[config.mk]
export PLATFORM = sky130hd
export DESIGN_NAME = ext_bus_arbiter
export DESIGN_NICKNAME = d
export VERILOG_FILES = /design/src/rtl/ext_bus_pkg.sv /design/src/rtl/ext_bus_rr_pick.sv /design/src/rtl/ext_bus_arbiter.sv
export SDC_FILE = /design/constraint.sdc
export NUM_CORES = 1
export LEC_CHECK = 0
export BUFFER_PORTS_ARGS = -buffer_cell sky130_fd_sc_hd__buf_2
export CAP_MARGIN = 20
export CORE_MARGIN = 4
export CORE_UTILIZATION = 38
export DETAILED_ROUTE_END_ITERATION = 8
export PLACE_DENSITY = 0.68
export SLEW_MARGIN = 20
export SYNTH_ARGS = -nofsm -noshare
export SYNTH_HDL_FRONTEND = slang
export SYNTH_SLANG_ARGS = --single-unit
[constraint.sdc]
create_clock -name clk -period 5 [get_ports clk]
set_input_delay 0.75 -clock clk [delete_from_list [all_inputs] [get_ports clk]]
set_output_delay 0.75 -clock clk [all_outputs]
set_load 0.005 [all_outputs]
[src/rtl/ext_bus_pkg.sv]
// Shared types and constants for the byte-serial external bus arbiter.
// Transactions walk IDLE -> ADDR0..3 -> CMD -> DATA0..3 -> DONE -> IDLE.
package ext_bus_pkg;

  typedef enum logic [3:0] {
    ST_IDLE  = 4'd0,
    ST_ADDR0 = 4'd1,
    ST_ADDR1 = 4'd2,
    ST_ADDR2 = 4'd3,
    ST_ADDR3 = 4'd4,
    ST_CMD   = 4'd5,
    ST_DATA0 = 4'd6,
    ST_DATA1 = 4'd7,
    ST_DATA2 = 4'd8,
    ST_DATA3 = 4'd9,
    ST_DONE  = 4'd10
  } state_e;

  localparam int   N_ADDR_BYTES = 4;
  localparam int   N_DATA_BYTES = 4;
  localparam logic CMD_WRITE    = 1'b1;
  localparam logic CMD_READ     = 1'b0;

  // Byte idx of a 32-bit word, LSB-first numbering.
  function automatic logic [7:0] word_byte(input logic [31:0] word, input logic [1:0] idx);
    word_byte = word[{idx, 3'b000} +: 8];
  endfunction

endpackage

[src/rtl/ext_bus_rr_pick.sv]
// Two-way round-robin picker; purely combinational so another requester
// (e.g. a DMA port) can reuse it in front of the same bus FSM.
module ext_bus_rr_pick
  import ext_bus_pkg::*;
(
  input  logic [1:0] req,
  input  logic       last_grant,
  output logic       valid,
  output logic       gnt
);

  // Favour the port that did not win last time whenever both are asking.
  always_comb begin
    valid = |req;
    gnt   = 1'b0;
    case (req)
      2'b01:   gnt = 1'b0;
      2'b10:   gnt = 1'b1;
      2'b11:   gnt = ~last_grant;
      default: gnt = 1'b0;
    endcase
  end

endmodule

[src/rtl/ext_bus_arbiter.sv]
// Round-robin arbiter sharing the byte-serial external memory bus between
// the instruction-fetch port (0) and the load/store port (1).
module ext_bus_arbiter
  import ext_bus_pkg::*;
#(
  parameter int   NPHASE     = 10,
  parameter logic RESET_LAST = 1'b1
) (
  input  logic        clk,
  input  logic        rst_n,
  input  logic        req0,
  input  logic        we0,
  input  logic [31:0] addr0,
  input  logic [31:0] wdata0,
  output logic        ack0,
  input  logic        req1,
  input  logic        we1,
  input  logic [31:0] addr1,
  input  logic [31:0] wdata1,
  output logic        ack1,
  output logic [31:0] rdata,
  output logic [7:0]  bus_addr,
  output logic [7:0]  bus_dout,
  input  logic [7:0]  bus_din,
  output logic [7:0]  bus_oe,
  output logic        busy
);

  localparam state_e LAST_PHASE = state_e'(4'(NPHASE));

  state_e      state_r;
  state_e      state_nxt_s;
  logic        last_grant_r;
  logic        last_nxt_s;
  logic        gnt_r;
  logic        gnt_nxt_s;
  logic        we_r;
  logic        we_nxt_s;
  logic [31:0] addr_r;
  logic [31:0] addr_nxt_s;
  logic [31:0] wdata_r;
  logic [31:0] wdata_nxt_s;
  logic [31:0] rdata_nxt_s;
  logic [7:0]  bus_addr_nxt_s;
  logic [7:0]  bus_dout_nxt_s;
  logic [7:0]  bus_oe_nxt_s;
  logic        pick_valid_s;
  logic        pick_gnt_s;
  logic [1:0]  data_idx_s;
  logic [1:0]  addr_idx_s;

  ext_bus_rr_pick u_pick (
    .req        ({req1, req0}),
    .last_grant (last_grant_r),
    .valid      (pick_valid_s),
    .gnt        (pick_gnt_s)
  );

  assign data_idx_s = 2'(state_r - ST_DATA0);
  assign addr_idx_s = 2'(state_nxt_s - ST_ADDR0);

  // Next state, request latches and read-data capture.
  always_comb begin
    state_nxt_s = state_r;
    last_nxt_s  = last_grant_r;
    gnt_nxt_s   = gnt_r;
    we_nxt_s    = we_r;
    addr_nxt_s  = addr_r;
    wdata_nxt_s = wdata_r;
    rdata_nxt_s = rdata;
    case (state_r)
      ST_IDLE: begin
        if (pick_valid_s) begin
          gnt_nxt_s   = pick_gnt_s;
          last_nxt_s  = pick_gnt_s;
          we_nxt_s    = pick_gnt_s ? we1 : we0;
          addr_nxt_s  = pick_gnt_s ? addr1 : addr0;
          wdata_nxt_s = pick_gnt_s ? wdata1 : wdata0;
          state_nxt_s = ST_ADDR0;
        end else begin
          state_nxt_s = ST_IDLE;
        end
      end
      ST_DATA0, ST_DATA1, ST_DATA2, ST_DATA3: begin
        // The pins are sampled on writes too, but only reads keep the byte.
        if (we_r == CMD_READ) begin
          rdata_nxt_s[{data_idx_s, 3'b000} +: 8] = bus_din;
        end else begin
          rdata_nxt_s = rdata;
        end
        state_nxt_s = state_e'(state_r + 4'd1);
      end
      default: begin
        if (state_r >= LAST_PHASE) begin
          state_nxt_s = ST_IDLE;
        end else begin
          state_nxt_s = state_e'(state_r + 4'd1);
        end
      end
    endcase
  end

  // Pin values decoded from the state being entered, so they register in step with it.
  always_comb begin
    bus_addr_nxt_s = 8'h00;
    bus_dout_nxt_s = 8'h00;
    bus_oe_nxt_s   = 8'h00;
    case (state_nxt_s)
      ST_ADDR0, ST_ADDR1, ST_ADDR2, ST_ADDR3: begin
        bus_addr_nxt_s = word_byte(addr_nxt_s, addr_idx_s);
        bus_dout_nxt_s = (we_nxt_s == CMD_WRITE) ? word_byte(wdata_nxt_s, addr_idx_s) : 8'h00;
        bus_oe_nxt_s   = {8{we_nxt_s == CMD_WRITE}};
      end
      ST_CMD: begin
        bus_addr_nxt_s = {7'b0000000, we_nxt_s};
        bus_dout_nxt_s = 8'h00;
        bus_oe_nxt_s   = 8'h00;
      end
      default: begin
        bus_addr_nxt_s = 8'h00;
        bus_dout_nxt_s = 8'h00;
        bus_oe_nxt_s   = 8'h00;
      end
    endcase
  end

  // State, latches and all registered outputs.
  always_ff @(posedge clk) begin
    if (!rst_n) begin
      state_r      <= ST_IDLE;
      last_grant_r <= RESET_LAST;
      gnt_r        <= 1'b0;
      we_r         <= 1'b0;
      addr_r       <= 32'h0000_0000;
      wdata_r      <= 32'h0000_0000;
      rdata        <= 32'h0000_0000;
      ack0         <= 1'b0;
      ack1         <= 1'b0;
      busy         <= 1'b0;
      bus_addr     <= 8'h00;
      bus_dout     <= 8'h00;
      bus_oe       <= 8'h00;
    end else begin
      state_r      <= state_nxt_s;
      last_grant_r <= last_nxt_s;
      gnt_r        <= gnt_nxt_s;
      we_r         <= we_nxt_s;
      addr_r       <= addr_nxt_s;
      wdata_r      <= wdata_nxt_s;
      rdata        <= rdata_nxt_s;
      ack0         <= (state_nxt_s == ST_DONE) && !gnt_nxt_s;
      ack1         <= (state_nxt_s == ST_DONE) && gnt_nxt_s;
      busy         <= (state_nxt_s != ST_IDLE);
      bus_addr     <= bus_addr_nxt_s;
      bus_dout     <= bus_dout_nxt_s;
      bus_oe       <= bus_oe_nxt_s;
    end
  end

endmodule

==> results of run 1 <==
-- worst min path at each step --
stage	start	end	slack [ns]	cells past startpoint
2_1_floorplan	rdata[0]	rdata[0]	0.45	2
3_3_place_gp	rdata[4]	rdata[4]	0.44	2
3_5_place_dp	rdata[4]	rdata[4]	0.44	2
4_1_cts	rdata[4]	rdata[4]	0.45	2
5_1_grt	rdata[21]	rdata[21]	0.47	2
6_report	rdata[4]	rdata[4]	0.44	2
-- stage by stage --
step | hold slack, ns | power [uW]
finish | 0.4445 | 3045
detailed placement | 0.4419 | 1879
floorplan | 0.4483 | 1686
CTS | 0.4480 | 3070
global placement | 0.4372 | 1870
global route | 0.4680 | 3208
-- area by class of cell --
type / instances / area [um^2]
well taps: 188 / 235.2
inverters: 8 / 32.53
clock buffers: 20 / 466.7
clock inverters: 12 / 113.9
multi-input cells: 514 / 3023
flip-flops and latches: 123 / 2462
repair buffers: 206 / 1059
fillers: 1472 / 7754
-- critical path: cells and delay by family (launching register included) --
family | cells | cell delay [ns]
AO/OA/AOI/OAI | 3 | 0.63
adder cells (fa/ha/maj) | 2 | 0.47
buffers and inverters | 2 | 0.33
flip-flops | 1 | 0.50
AND/OR/NAND/NOR | 5 | 1.53
-- cells by family after synthesis --
family / after synthesis / synth area share
buffers and inverters: 72 / 0.06816
xor gates and xnor gates: 3 / 0.004474
muxes: 22 / 0.03919
AOI/OAI and AO/OA: 165 / 0.2124
DFF: 123 / 0.4192
and+or+nand+nor: 312 / 0.2311
adders and majority gates: 12 / 0.02556
-- state kept, by name (all words and copies together), names as in the netlist, 4 cells and up --
register and count:
addr_r 32, rdata 32, wdata_r 32, bus_addr 8
bus_dout 8, state_r 4
-- cell usage in the layout (no fill, tap or decap), types with 8 or more instances in the layout --
cell type,Yosys,routed
and3_1,12,12
a311oi_1,32,32
dfxtp_1,123,123
mux2i_1,14,14
ha_1,12,12
buf_2,15,200
clkbuf_16,0,17
a211oi_1,21,21
and2_1,13,13
nor2_1,60,60
nand2_1,162,162
a21oi_1,47,47
nor3_1,8,8
nand3_1,45,45
a221oi_2,8,8
o21ai_0,9,9
a31oi_1,8,8
o21ai_1,9,9
o211a_1,9,9
-- power groups by stage --
stage / sequential [uW] / clock [uW] / combinational (uW)
after detailed placement: 1180 / 0 / 695
after global routing: 1170 / 1250 / 783
after global placement: 1180 / 0 / 688
final: 1160 / 1180 / 697
after floorplan: 1160 / 0 / 531
after CTS: 1160 / 1210 / 700
-- per-layer routing --
layer / track usage / vias to the layer above / routed length [um]
li1: - / 2815 / -
met1: 0.2485 / 2492 / 7649
met2: 0.2935 / 206 / 7483
met3: 0.05115 / 24 / 1174
met4: 0.06755 / 0 / 277
met5: 0 / - / 0
==> impl_metrics.ini, run 1 <==
[global_route]
grt_usage = 0.1874
gr-total-overflow = 0
grt_max_degree = 77
grt_first_pass_wirelength_mm = 26.45
antenna_found_initial = 0
grt_pass1_vias = 5162

[pwr]
switching_power_uw = 945.9
p_int_uw = 2099
vdd_ir_drop_max_v = 0.0002682
combPwrFrac = 0.229
p_seq_frac = 0.382
sw_frac_of_total = 0.3106
power_density_nw_per_um2 = 412.0
leakage_uw = 0.003412
clockPowerShare = 0.389

[finish]
diodes = 0
layout.nets = 1024
drive_gt1_frac = 0.3058
final_cells = 1071
stdcell_area_um2 = 7392
area_delta_synth_final_pct = 25.84
fin_util = 0.4881

[cts]
cts_setup_buffers = 0
cts-resized-gates = 0
cts_tree = done
htreeDepth = 4
cts-root-buf = clkbuf_16
cts_sinks = 123
clk_pin_slew_ns = 0.06
clockBufferDepth = 2
cts_buffers = 17
cts_hold_buffers = 0
clkLatencyLatePin_ns = 0.42

[synthesis]
synth_flop_cell = dfxtp_1
syn_area_per_cell_um2 = 8.285
synth_fp_nets = 863
synth.most_common_cell = nand2_1
synthCells = 709
ys_warn_count = 0
yosys-top-cells-area = dfxtp_1, nand2_1, a311oi_1
synthTopCellsByCount = nand2_1, dfxtp_1, nor2_1
synth_cell_types = 53
ys_ff_latch = 123
yosys.area.top_type = dfxtp_1
synth_top_area_frac = 0.4192
ys_seq_area_frac = 0.4192
syn-cell-area_um2 = 5874
async_flop_share = 0
synth_edf_count = 0

[floorplanning]
die_w_um = 132.3
initial_core_util = 0.3879
die-height_um = 132.3
die_area_um2 = 17510
fp-row-count = 45
core_area_um2 = 15150
io_pins = 201

[worst_setup_path]
worstPathCellList = inv_1, ha_1, nor3b_4, a211oi_2, nand2_4, nand2_4, inv_4, ha_1, or3_1, a22oi_1, nand2b_1, a221oi_2
reg2reg_depth = 12
crit_start = state_r[0]
regToRegEndpoint = bus_dout[7]
crit_slowest_cell = dfxtp_1
cp-endpoint = bus_dout[7]
cp-start-kind = flip-flop
path_class = reg2reg
critPathArrivalTime_ns = 3.89
cp.required_ns = 5.28
reg2reg_from = state_r[0]
regToRegSetupSlack_ns = 1.38
slowest_delay_ns = 0.50
endpoint_kind = flip-flop
path_max_fanout = 25

[timing]
rsz0062_at_grt = false
max_freq_mhz = 276.5
layout_setup_ws_ns = 1.383
finClkSkew_ns = 0.007886
final-setup-viol-count = 0
hold_viol_final = 0
period_needed_ns = 3.617
finalCritPeriodShare = 0.7234
tns_ns = 0
worst_pin_slew_ns = 0.9084
slew_violations = 0
slew-limit-headroom = 0.3931

[detailed_routing]
dr.pass1.iters = 5
vias = 5537
via_per_inst = 5.170
wirelength_mm = 16.58
drc = 0
wl_per_cell_um = 15.48
drtIter0Drc = 328
detail-route-antenna-nets = 0

[placed_design]
portBuffers = 200
placed_area_um2 = 6812
place.gp.congestion = 0.8461
placedCellCount = 1039
dp_slack_ns = 1.434
dp_hpwl_mm = 12.01

[min_path]
hold_class = reg2reg

[job]
max-cap-violations = 0

[status]
status = completed
Power figures use the tool's default switching activity.
==> inputs of run 2 (changes only) <==
==> constraint.sdc (replaced) <==
create_clock -name clk -period 3.6 [get_ports clk]
set_input_delay 0.54 -clock clk [delete_from_list [all_inputs] [get_ports clk]]
set_output_delay 0.54 -clock clk [all_outputs]
set_load 0.005 [all_outputs]
==> run 2 against run 1 <==
Against the previous run: routed wire length rose by 1.2%; fmax grew 10%; cell area rose by 1.4%; die area did not move; combinational power grew 42%; critical path type unchanged; largest cell class unchanged; highest routed layer unchanged.
==> impl_metrics.ini, run 2 (synthesized netlist as in run 1, its figures left out) <==
[pwr]
p_int_uw = 3117
combPwrFrac = 0.224
switching_power_uw = 1312
vdd_ir_drop_max_v = 0.0003846
power_density_nw_per_um2 = 590.7
clockPowerShare = 0.413
leakage_uw = 0.003473
sw_frac_of_total = 0.2961
p_seq_frac = 0.363

[cts]
cts-root-buf = clkbuf_16
clkLatencyLatePin_ns = 0.42
cts_buffers = 17
cts_hold_buffers = 0
cts_setup_buffers = 0
htreeDepth = 4
clockBufferDepth = 2
cts_sinks = 123
cts_tree = done
clk_pin_slew_ns = 0.06
cts-resized-gates = 0

[job]
max-cap-violations = 0

[timing]
final-setup-viol-count = 0
finalCritPeriodShare = 0.9127
tns_ns = 0
slew_violations = 0
hold_slack_ns = 0.3784
hold_viol_final = 0
finClkSkew_ns = 0.009477
worst_pin_slew_ns = 0.8713
max_freq_mhz = 304.4
period_needed_ns = 3.286
rsz0062_at_grt = false
slew-limit-headroom = 0.4179

[worst_setup_path]
endpoint_kind = flip-flop
critPathArrivalTime_ns = 3.56
path_class = reg2reg
crit_start = state_r[1]
cp-start-kind = flip-flop
cp.required_ns = 3.87
crit_slowest_cell = nand2b_1
reg2reg_from = state_r[1]
worstPathCellList = inv_1, ha_1, nor3b_4, a211oi_2, nand2_4, nand2_4, inv_4, ha_1, or3_1, a22oi_1, nand2b_1, a221oi_2
path_max_fanout = 25
slowest_delay_ns = 0.50

[finish]
reg_top3 = addr_r: 32 flops, rdata: 32 flops, wdata_r: 32 flops
drive_gt1_frac = 0.3105
layout_common_cells = buf_2, nand2_1, dfxtp_1
layout.nets = 1030
final_common_cell = buf_2
area_delta_synth_final_pct = 27.63
diodes = 0

[global_route]
grt_max_degree = 95
gr-total-overflow = 0
antenna_found_initial = 0
grt_pass1_vias = 5227
grt_first_pass_wirelength_mm = 26.63
grt_usage = 0.1887

[status]
status = completed

[placed_design]
portBuffers = 200
dp_hpwl_mm = 12.34
place.gp.congestion = 0.8149

[detailed_routing]
via_per_inst = 5.088
vias = 5480
dr.pass1.iters = 4
drc = 0
wirelength_mm = 16.78
drtIter0Drc = 306
wl_per_cell_um = 15.58
detail-route-antenna-nets = 0

[floorplanning]
die-height_um = 132.3
die_w_um = 132.3
core_area_um2 = 15150
initial_core_util = 0.3879
io_pins = 201
die_area_um2 = 17510
fp-row-count = 45

[min_path]
min_from = addr1[29]
hold_class = in2reg
-- run 2: cell types whose count changed in the layout (fill, tap and decap cells not counted) --
cell | before | now
bufinv_16 | 1 | 4
inv_6 | 3 | 2
clkbuf_8 | 3 | 2
clkinvlp_4 | 4 | 3
buf_4 | 5 | 11
-- run 2: worst max-delay path: cells and delay by family (launching register included) --
kind | cells | cell delay (ns)
simple gates | 5 | 1.32
compound gates | 3 | 0.63
fa+ha+maj | 2 | 0.47
flops | 1 | 0.43
buf+inv | 2 | 0.28
-- run 2: path summary, 6_finish.rpt --
kind            endpoint  slack [ns]  cells after the start
min reg2reg     rdata[2]        0.44                      2
min           addr_r[29]        0.38                      3
max          bus_dout[7]        0.31                     12
max reg2reg  bus_dout[7]        0.31                     12
-- run 2: metrics by stage --
stage	area (um^2)	total power (uW)	std cells	utilization	setup WS (ns)
global placement	6857	2611	1045	0.4527	0.4449
finish	7497	4429	1077	0.4950	0.3144
floorplan	5874	2342	709	-	0.6558
CTS	7497	4468	1077	0.4950	0.3190
detailed placement	6857	2621	1045	0.4527	0.3737
global route	7497	4652	1077	0.4950	0.09075
-- run 2: power groups by stage --
stage          combinational, uW  sequential (uW)  clock [uW]
2_1_floorplan                738             1600           0
3_3_place_gp                 975             1640           0
3_5_place_dp                 983             1640           0
4_1_cts                      996             1610        1860
5_1_grt                     1100             1620        1930
6_report                     992             1610        1830
-- run 2: layer usage --
metal,vias to the layer above,routed length (um),GRT usage
met1,2433,7654,0.2453
met3,21,1171,0.05496
met4,0,263,0.06524
met5,-,0,0
met2,196,7693,0.3001
li1,2830,-,-
-- run 2: final cells by class --
type | instances | area, um^2
Inverter | 8 | 32.53
Clock buffer | 19 | 452.9
Fill cell | 1463 | 7649
Timing Repair Buffer | 212 | 1104
Sequential cell | 123 | 2462
Tap cell | 188 | 235.2
Clock inverter | 13 | 187.7
Multi-Input combinational cell | 514 | 3023
==> inputs of run 3 (changes only) <==
--- a/config.mk
+++ b/config.mk
@@ -10,7 +10,6 @@
 export CORE_MARGIN = 4
 export CORE_UTILIZATION = 38
 export DETAILED_ROUTE_END_ITERATION = 8
-export PLACE_DENSITY = 0.68
 export SLEW_MARGIN = 20
 export SYNTH_ARGS = -nofsm -noshare
 export SYNTH_HDL_FRONTEND = slang
==> run 3 against run 2 <==
Against the previous run: clock skew up 0.00069 ns; die area unchanged; global-route usage up 0.41 points; hold slack better by 0.0094 ns; critical path depth unchanged; non-clock buffer count up 2; final cell count unchanged; critical endpoint is now bus_dout[0]; largest cell class unchanged; largest power group unchanged.
==> impl_metrics.ini, run 3 (synthesized netlist as in run 1, its figures left out) <==
[cts]
clk_pin_slew_ns = 0.05
cts_sinks = 123
cts-resized-gates = 0
clockBufferDepth = 2
cts_buffers = 17
cts_hold_buffers = 0
cts_setup_buffers = 0
cts_tree = done
htreeDepth = 4
clkLatencyLatePin_ns = 0.41
cts-root-buf = clkbuf_16

[timing]
rsz0062_at_grt = false
finalCritPeriodShare = 0.8721
layout_setup_ws_ns = 0.4603
finClkSkew_ns = 0.01017
tns_ns = 0
hold_viol_final = 0
hold_slack_ns = 0.3878
period_needed_ns = 3.140
worst_pin_slew_ns = 0.9909
final-setup-viol-count = 0
slew_violations = 0
max_freq_mhz = 318.5
slew-limit-headroom = 0.3343

[pwr]
power_density_nw_per_um2 = 570.3
leakage_uw = 0.003443
vdd_ir_drop_max_v = 0.0003653

[worst_setup_path]
path_class = reg2reg
path_max_fanout = 11
cp_top_family = simple AND/OR/NAND/NOR gates
crit_slowest_cell = nand2b_1
endpoint_kind = flip-flop
cp.buffers_inverters = 2
cp-start-kind = flip-flop
worstPathCellList = inv_1, ha_1, nor3b_4, a211oi_2, nand2_4, nand2_4, inv_4, ha_1, or3_1, a22oi_1, nand2b_1, a221oi_2
critPathArrivalTime_ns = 3.40
slowest_delay_ns = 0.51
cp.required_ns = 3.86

[detailed_routing]
vias = 5533
via_per_inst = 5.137
detail-route-antenna-nets = 0
wirelength_mm = 17.26
drc = 0
drtIter0Drc = 308
wl_per_cell_um = 16.02
dr.pass1.iters = 5

[global_route]
grt_usage = 0.1927
grt_max_degree = 52
grt_pass1_vias = 5243
gr-total-overflow = 0
grt_first_pass_wirelength_mm = 27.17
antenna_found_initial = 0

[floorplanning]
die-height_um = 132.3
core_area_um2 = 15150
initial_core_util = 0.3879
fp-row-count = 45
io_pins = 201
die_w_um = 132.3
die_area_um2 = 17510

[finish]
diodes = 0
nFillCells = 1507
drive_gt1_frac = 0.3071
final_common_cell = buf_2
reg_top3 = addr_r: 32 flops, rdata: 32 flops, wdata_r: 32 flops
layout.nets = 1032
area_delta_synth_final_pct = 26.28
layout_common_cells = buf_2, nand2_1, dfxtp_1

[placed_design]
dp_slack_ns = 0.4824
dp_hpwl_mm = 12.71
portBuffers = 200
place.gp.congestion = 0.7910

[status]
status = completed

[min_path]
hold_class = in2reg

[job]
max-cap-violations = 0
[run 3: worst paths after layout]
path                   start           to  slack, ns  cells after the start
setup / recovery  state_r[1]  bus_dout[0]       0.46                     12
hold / removal    wdata1[14]  wdata_r[14]       0.39                      3
setup reg to reg  state_r[1]  bus_dout[0]       0.46                     12
hold reg to reg    rdata[18]    rdata[18]       0.44                      2
[run 3: tightest hold or removal path: cells and delay by family]
| kind | cells | cell delay [ns] |
|---|---|---|
| AO/OA/AOI/OAI | 1 | 0.07 |
| buffers and inverters | 1 | 0.09 |
| AND/OR/NAND/NOR | 1 | 0.04 |
[run 3: layout make-up]
class / count / area, um^2 / area share
Multi-Input combinational cell: 514 / 3023 / 0.4075
Sequential cell: 123 / 2462 / 0.3319
Timing Repair Buffer: 214 / 1106 / 0.1491
Clock buffer: 22 / 464.2 / 0.06257
Tap cell: 188 / 235.2 / 0.03171
Clock inverter: 8 / 95.09 / 0.01282
Inverter: 8 / 32.53 / 0.004385
[run 3: stage by stage]
step                instance area (um^2)  std cells  utilization  power [uW]
finish                              7418       1077       0.4898        4231
global route                        7418       1077       0.4898        4461
CTS                                 7418       1077       0.4898        4272
detailed placement                  6859       1047       0.4529        2635
global placement                    6859       1047       0.4529        2625
floorplan                           5874        709            -        2342
[run 3: report_power, final]
group | switching, uW | internal (uW)
Sequential | 89.1 | 1520
Combinational | 593 | 401
Clock | 587 | 1040
Total | 1270 | 2960
[run 3: layer usage]
| metal | up-vias | part of all wire | global-route usage |
|---|---|---|---|
| li1 | 2820 | - | - |
| met1 | 2526 | 0.45 | 0.2483 |
| met2 | 171 | 0.47 | 0.3157 |
| met3 | 16 | 0.063 | 0.04924 |
| met4 | 0 | 0.015 | 0.06409 |
| met5 | - | 0 | 0 |
